## src/rtl/uc_soma.sv

```systemverilog
// Sequencing controller for a floating-point adder datapath: align, add,
// normalise, round. Outputs are decoded from the current state and the status inputs.
module uc_soma (
  input  logic       clk,
  input  logic       rst,
  input  logic       start,
  input  logic [7:0] diferenca_exp,
  input  logic       sum_cout,
  input  logic       sum_msb,
  input  logic       sum_zero,
  input  logic       round_up,
  input  logic [7:0] exp_res,
  output logic       BigAlu_in_A,
  output logic       BigAlu_in_B,
  output logic       ShiftDif_amount,
  output logic       Exp_sel,
  output logic       ShiftNorm_sel,
  output logic       ShiftNorm_amount,
  output logic       Increment_sel,
  output logic       Increment_amount,
  output logic       Roud_amount,
  output logic       ld_sum,
  output logic       ld_exp,
  output logic       busy,
  output logic       done,
  output logic       ovf,
  output logic       unf,
  output logic       align_sat
);

  // state | meaning
  // IDLE  | waiting for start, all outputs low
  // ALIGN | shift smaller operand, load max exponent
  // ADD   | load mantissa sum
  // NORM  | one normalisation step per cycle
  // ROUND | apply rounding increment
  // DONE  | one-cycle completion pulse
  typedef enum logic [2:0] {
    S_IDLE, S_ALIGN, S_ADD, S_NORM, S_ROUND, S_DONE
  } state_t;

  state_t     r_state;
  state_t     w_next;
  logic [4:0] r_norm_cnt;
  logic       r_round_used;
  logic       r_ovf;
  logic       r_unf;
  logic       r_align_sat;

  logic [8:0] w_dif_mag;
  logic       w_sat;
  logic       w_sat_now;
  logic       w_set_ovf;
  logic       w_set_unf;
  logic       w_set_round;
  logic       w_cnt_inc;
  logic       w_accept;
  logic       w_release;

  // 9-bit magnitude so that -128 comes out as 128 rather than wrapping
  assign w_dif_mag = diferenca_exp[7] ? (9'd0 - {1'b1, diferenca_exp})
                                      : {1'b0, diferenca_exp};
  assign w_sat     = (w_dif_mag > 9'd24);
  assign w_accept  = (r_state == S_IDLE) && start;
  assign w_release = (r_state == S_DONE);

  always_comb begin
    w_next           = r_state;
    BigAlu_in_A      = 1'b0;
    BigAlu_in_B      = 1'b0;
    ShiftDif_amount  = 1'b0;
    Exp_sel          = 1'b0;
    ShiftNorm_sel    = 1'b0;
    ShiftNorm_amount = 1'b0;
    Increment_sel    = 1'b0;
    Increment_amount = 1'b0;
    Roud_amount      = 1'b0;
    ld_sum           = 1'b0;
    ld_exp           = 1'b0;
    done             = 1'b0;
    w_sat_now        = 1'b0;
    w_set_ovf        = 1'b0;
    w_set_unf        = 1'b0;
    w_set_round      = 1'b0;
    w_cnt_inc        = 1'b0;
    case (r_state)
      S_IDLE: begin
        if (start) w_next = S_ALIGN;
      end
      S_ALIGN: begin
        ShiftDif_amount = 1'b1;
        ld_exp          = 1'b1;
        BigAlu_in_A     = diferenca_exp[7];
        BigAlu_in_B     = ~diferenca_exp[7];
        w_sat_now       = w_sat;
        w_next          = S_ADD;
      end
      S_ADD: begin
        BigAlu_in_A = diferenca_exp[7];
        BigAlu_in_B = ~diferenca_exp[7];
        ld_sum      = 1'b1;
        w_next      = S_NORM;
      end
      S_NORM: begin
        if (sum_zero) begin
          w_next = S_DONE;
        end else if (sum_cout) begin
          ShiftNorm_sel    = 1'b1;
          ShiftNorm_amount = 1'b1;
          Increment_sel    = 1'b1;
          Increment_amount = 1'b1;
          ld_sum           = 1'b1;
          ld_exp           = 1'b1;
          Exp_sel          = 1'b1;
          w_set_ovf        = (exp_res == 8'hFE);
          w_next           = w_set_ovf ? S_DONE : S_ROUND;
        end else if (!sum_msb) begin
          ShiftNorm_amount = 1'b1;
          Increment_amount = 1'b1;
          ld_sum           = 1'b1;
          ld_exp           = 1'b1;
          Exp_sel          = 1'b1;
          w_cnt_inc        = 1'b1;
          w_set_unf        = (exp_res == 8'h01);
          // the 24th left shift ends normalisation even if msb never shows up
          if (w_set_unf)                    w_next = S_DONE;
          else if (r_norm_cnt == 5'd23)     w_next = S_ROUND;
        end else begin
          w_next = S_ROUND;
        end
      end
      S_ROUND: begin
        Roud_amount = round_up;
        ld_sum      = round_up;
        if (round_up && !r_round_used) begin
          w_set_round = 1'b1;
          w_next      = S_NORM;
        end else begin
          w_next = S_DONE;
        end
      end
      S_DONE: begin
        done   = 1'b1;
        w_next = S_IDLE;
      end
      default: w_next = S_IDLE;
    endcase
  end

  assign busy      = (r_state != S_IDLE);
  assign ovf       = r_ovf | w_set_ovf;
  assign unf       = r_unf | w_set_unf;
  assign align_sat = r_align_sat | w_sat_now;

  always_ff @(posedge clk) begin
    if (rst) begin
      r_state      <= S_IDLE;
      r_norm_cnt   <= 5'd0;
      r_round_used <= 1'b0;
      r_ovf        <= 1'b0;
      r_unf        <= 1'b0;
      r_align_sat  <= 1'b0;
    end else begin
      r_state <= w_next;
      if (w_accept || w_release) begin
        r_round_used <= 1'b0;
        r_ovf        <= 1'b0;
        r_unf        <= 1'b0;
        r_align_sat  <= 1'b0;
      end else begin
        if (w_set_round) r_round_used <= 1'b1;
        if (w_set_ovf)   r_ovf        <= 1'b1;
        if (w_set_unf)   r_unf        <= 1'b1;
        if (w_sat_now)   r_align_sat  <= 1'b1;
      end
      if ((r_state != S_NORM) && (w_next == S_NORM)) r_norm_cnt <= 5'd0;
      else if (w_cnt_inc)                            r_norm_cnt <= r_norm_cnt + 5'd1;
    end
  end

endmodule

```

## config.mk

```make
export PLATFORM = sky130hd
export DESIGN_NAME = uc_soma
export DESIGN_NICKNAME = d
export VERILOG_FILES = /design/src/rtl/uc_soma.sv
export SDC_FILE = /design/constraint.sdc
export NUM_CORES = 1
export LEC_CHECK = 0
export CAP_MARGIN = 20
export CORE_MARGIN = 2
export CORE_UTILIZATION = 30
export DETAILED_ROUTE_END_ITERATION = 8
export PLACE_DENSITY = 0.72
export RECOVER_POWER = 25
export SETUP_SLACK_MARGIN = 0.15
export SLEW_MARGIN = 10
export SYNTH_ARGS = -nofsm -noshare
export SYNTH_HDL_FRONTEND = slang
export SYNTH_SLANG_ARGS = --single-unit
```

## constraint.sdc

```tcl
create_clock -name clk -period 1.5 [get_ports clk]
set_input_delay 0.225 -clock clk [delete_from_list [all_inputs] [get_ports clk]]
set_output_delay 0.225 -clock clk [all_outputs]
set_load 0.02 [all_outputs]
```

# Word level (Yosys, flattened, before mapping)
# Cells that the tools add are included.
[op_classes]
n_mul = 0
muxes = 37
shift = 0
div = 0
order_cmp = 1
n_reduce_logical = 10
n_eq_ne = 10
n_bitwise = 4
addsub = 2
[op_table]
columns = ["cell", "n"]
rows = [
  ["$mux 1", 26],
  ["$mux 3", 7],
  ["$pmux 3 s5", 1],
  ["$eq 3x2->1 const B", 3],
  ["$gt 9x5->1 const B", 1],
  ["$mux 9", 1],
  ["$sub 1x9->9 const A", 1],
  ["$eq 8x1->1 const B", 1],
  ["$eq 8x8->1 const B", 1],
  ["$eq 3x3->1 const B", 2],
  ["$reduce_or 2->1", 3],
  ["$add 5x1->5 const B", 1],
  ["$eq 5x5->1 const B", 1],
  ["$eq 3x1->1 const B", 1],
  ["$logic_and 1x1->1", 3],
  ["$logic_not 3->1", 1],
  ["$ne 3x2->1 const B", 1],
  ["$or 1x1->1", 3],
  ["$pmux 1 s3", 1],
  ["$reduce_bool 3->1", 1],
  ["$pmux 1 s2", 1],
  ["$logic_not 1->1", 1],
  ["$logic_or 1x1->1", 1],
  ["$not 1->1", 1],
]
[word_totals]
romBits = 0
ff_bits = 12
elab_cells = 70
inputBits = 23
latchBits = 0
output_inout_bits = 16
mem_count = 0
mem_bits_rw = 0

# Depth between registers and ports, before layout
[logic_depth]
ltp_word = 10
mapped_depth = 7
ltp_nobuf = 7

# Least setup slack after synthesis
# Ideal clock, no wire load.
[synth_timing]
kind = "reg-to-reg"
startpoint = "register r_state[0]"
endpoint = "register r_align_sat"
period_less_slack_ps = 1869
path_slack_ps = -369
required_ps = 1438
setup_time_ps = 62
stages_incl_launch_ff = 6
arrival_ps = 1807
cell_sequence = "dfxtp_1 nor3b_1 o41ai_1 o21bai_1 a32o_1 nor2b_4"
[synth_via]
elab_chain_cells = 4
word_cells_on_any_way = 7
cone_classes = "eq/ne: 2; mux: 1; reduce/logical: 4"
[synth_lines]
columns = ["element", "line", "text"]
rows = [
  ["start, declared", "42", "state_t r_state;"],
  ["start signal, assigned", "164", "r_state <= w_next;"],
  ["$logic_not 3->1", "64", "assign w_accept = (r_state == S_IDLE) && start;"],
  ["$logic_and 1x1->1", "64", ""],
  ["$logic_or 1x1->1", "165", "if (w_accept || w_release) begin"],
  ["$reduce_or 2->1 (no source line)", "-", ""],
  ["end signal, assigned", "162", "r_align_sat <= 1'b0;"],
  ["end signal, assigned", "169", "r_align_sat <= 1'b0;"],
  ["end signal, assigned", "174", "if (w_sat_now) r_align_sat <= 1'b1;"],
  ["end, declared", "48", "logic r_align_sat;"],
]
# Parallel ways exist; a longest one is shown, timed or not.
# A chain may end at the register's enable or synchronous reset.

# Final worst setup path
[layout_timing]
startpoint = "input diferenca_exp[3]"
endpoint = "output align_sat"
[layout_via]
elab_chain_cells = 5
[layout_lines]
columns = ["element", "line", "text"]
rows = [
  ["start, declared", "7", "input logic [7:0] diferenca_exp,"],
  ["$sub 1x9->9", "61", "assign w_dif_mag = diferenca_exp[7] ? (9'd0 - {1'b1, diferenca_exp})"],
  ["$mux 9 *", "61", ""],
  ["$gt 9x5->1 *", "63", "assign w_sat = (w_dif_mag > 9'd24);"],
  ["$mux 1 *", "86", "case (r_state)"],
  ["$or 1x1->1 *", "153", "assign align_sat = r_align_sat | w_sat_now;"],
  ["end, declared", "28", "output logic align_sat"],
]
# Mark *: on every way between the ends. The rest lies on a longest branch, timed or not.

==> results.cfg <==
[status]
status = finished with violations
violations = negative setup slack

[synth]
synth.top_cell.area_share_pct = 26.2
yosys.cell_count.top_type = dfxtp_1
synth_cell_types = 44
synth.avg_cell_area_um2 = 7.84
yosysSeqAreaShare_pct = 26.2
syn-num-nets = 142
ys.warnings.count = 0
synth-seq-cells = 12
ys.flop_type = dfxtp_1
synth_area_leader_cell = dfxtp_1
synth_edf_count = 0
async_flop_share_pct = 0
yosys-top-cells-count = 12 x dfxtp_1, 11 x nor2_1, 9 x nand2_1
synthesis.area_um2 = 917
synth_cells = 117
ys_top_cells_by_area = dfxtp_1 26%, nor2_1 4.5%, nand2_1 3.7%

[routing]
top_layer = met4
wl_per_cell_um = 15.9
route.vias.total = 1205
drt_drc_violations_left = 0
drtAntennaViolNets = 0
wl_met1_um = 1290
met2WireLength_um = 2090
met3_length_um = 171
firstDrtPassIters = 4
vias_per_cell = 5.24
drt-initial-drc-count = 34
wl_um = 3670

[clock_network]
cts.sinks = 12
clk_pin_slew_worst_paths_ns = 0.07
tritoncts = done
h-tree-depth = 1
clk_path_buf_depth = 2
cts_root_buf = clkbuf_4
clock_latency_ns = 0.28
cts_buffers = 3

[timing]
setup_violations = 18
rsz0062_at_grt = yes
fin_ws_ns = -0.248
timing.final.crit_share_pct = 117
hold_viol = 0
min_period_ns = 1.75
final_max_slew_viol_count = 0
worstMarginPinSlew_ns = 0.239
skew_ns = 0.000631
max_freq_ghz = 0.572
slew_headroom_pct = 83.6

[placed_design]
place_congestion = 0.939
place.port_buffers = 38
dp_hpwl_um = 2320
place_area_um2 = 1510
pre_cts_slack_ns = -1.13

[floorplan]
coreArea_um2 = 2980
die_x_um = 59.3
die_y_um = 59.3
floorplan.initialDensity_pct = 30.8
die_area_um2 = 3520
ios = 39
rows = 20

[global_route]
grt_overflow_total = 0
grt_use_total_pct = 20.7
grt_pass1_wl_um = 5370
grt_start_max_net_pins = 8
grt_pass1_vias = 1194
antenna_found_initial = 0

[worst_setup_path]
slowest_stage = or4b_4
start_kind = primary input
worst-path-buf-inv = 2
critPathRequiredTime_ns = 1.27
cp.arrival_ns = 1.52
critical_path.top_delay_family = compound AO/OA/AOI/OAI gates
crit_type = in -> out
max_stage_delay_ns = 0.46
critPathCaptureType = primary output
cp_max_fo = 2
path_cells = dlygate4sd2_1 -> or4b_4 -> o31a_1 -> o211ai_1 -> a32o_2 -> buf_6

[cells_and_area]
fin_util_pct = 67.4
seqCellArea_um2 = 249
multi_input_area_um2 = 887
drive_gt1_share_pct = 59.9
fin_area_um2 = 2010
insertedDiodeCount = 0
nNetsFinal = 224
area_growth_pct = 119
fill_cells = 234

[power]
clkPwrFrac_pct = 15.2
p_sw_share_pct = 35.4
comb_power_share_pct = 59.4
power.switching_w = 0.000485
p_per_area_nw_per_um2 = 683
p_int_w = 0.000886
leakagePower_nw = 0.839
p_seq_share_pct = 25.5
vdd_ir_drop_max_v = 0.000469

[min_path]
worstHoldPathType = in -> reg

[job]
maxCapViolCount = 0
## worst reg2reg max path: stages, from the launching register on
cell	delay (ns)
dfxtp_4	0.36
buf_6	0.13
buf_6	0.12
nor2_4	0.12
nand3_4	0.10
buf_6	0.14
o21ai_4	0.15
and3_4	0.26
nor3_4	0.05
## area by class of cell
type / instances / area share (%)
Inverter: 6 / 1.12
Sequential cell: 12 / 12.4
Timing Repair Buffer: 84 / 39.1
Multi-Input combinational cell: 92 / 44.2
Tap cell: 33 / 2.06
Clock buffer: 3 / 1.12
## path summary, 6_finish.rpt
kind	from	endpoint	slack (ns)	cells after the start
hold / removal	exp_res[3]	r_unf	0.42	5
hold reg to reg	r_round_used	r_round_used	0.51	2
setup reg to reg	r_state[1]	r_norm_cnt[1]	-0.03	8
setup / recovery	diferenca_exp[3]	align_sat	-0.25	6
## metrics by stage
stage	TNS [ns]	total power [W]	cells	hold WS, ns
6_report	-1.35	0.00137	230	0.422
5_1_grt	-2.37	0.00143	230	0.454
3_5_place_dp	-9.36	0.000863	207	0.470
2_1_floorplan	-0.0469	0.000586	117	0.302
4_1_cts	-1.16	0.00126	223	0.490
3_3_place_gp	-8.64	0.000850	207	0.459
## routing by layer
metal | global-route usage (%) | vias to the layer above
met3 | 1.97 | 12
met1 | 20.3 | 568
met4 | 12.3 | 0
li1 | - | 586
met2 | 40.7 | 39
met5 | 0 | -
## power by group through the flow
stage	clock network (W)	registers, W	logic (W)
after CTS	0.000212	0.000346	0.000701
after floorplan	0	0.000351	0.000235
after detailed placement	0	0.000348	0.000515
after global routing	0.000227	0.000352	0.000856
final	0.000208	0.000349	0.000814
after global placement	0	0.000348	0.000502
## repair_timing
action	4_1_cts	5_1_grt
gates resized for setup	182	24
cloned	0	0
hold buffers	0	0
pin swaps	31	21
endpoints found under the setup margin	27	27
setup buffers	13	7
hold endpoints to repair	0	0
## cell families (layout without fill, tap and decap cells)
family / count (synthesis) / after routing / synth area share, %
compound gates: 23 / 23 / 17.9
xor+xnor: 6 / 6 / 5.73
fa+ha+maj: 2 / 2 / 2.73
buf+inv: 13 / 93 / 6.55
flops: 12 / 12 / 26.2
mux: 1 / 1 / 1.09
simple gates: 60 / 60 / 39.8
## flip-flops by register name (all words and copies together) (netlist names)
name / flops
r_ovf: 1
r_align_sat: 1
r_unf: 1
r_round_used: 1
r_state: 3
r_norm_cnt: 5
## layout by cell type, fill, tap and decap left out, types with 3 or more instances in the layout
cell	count
nand2_1	7
or3_4	3
clkdlybuf4s15_1	3
nor3_2	4
nor4b_4	3
clkbuf_4	3
nand2b_1	4
clkdlybuf4s50_1	4
o21bai_1	3
inv_1	3
buf_4	34
dlygate4sd2_1	9
buf_6	29
nor2_1	7
nor2b_4	3
inv_2	3
dfxtp_1	9
nand4b_1	3
No activity file was read; power rests on OpenSTA's default activity.
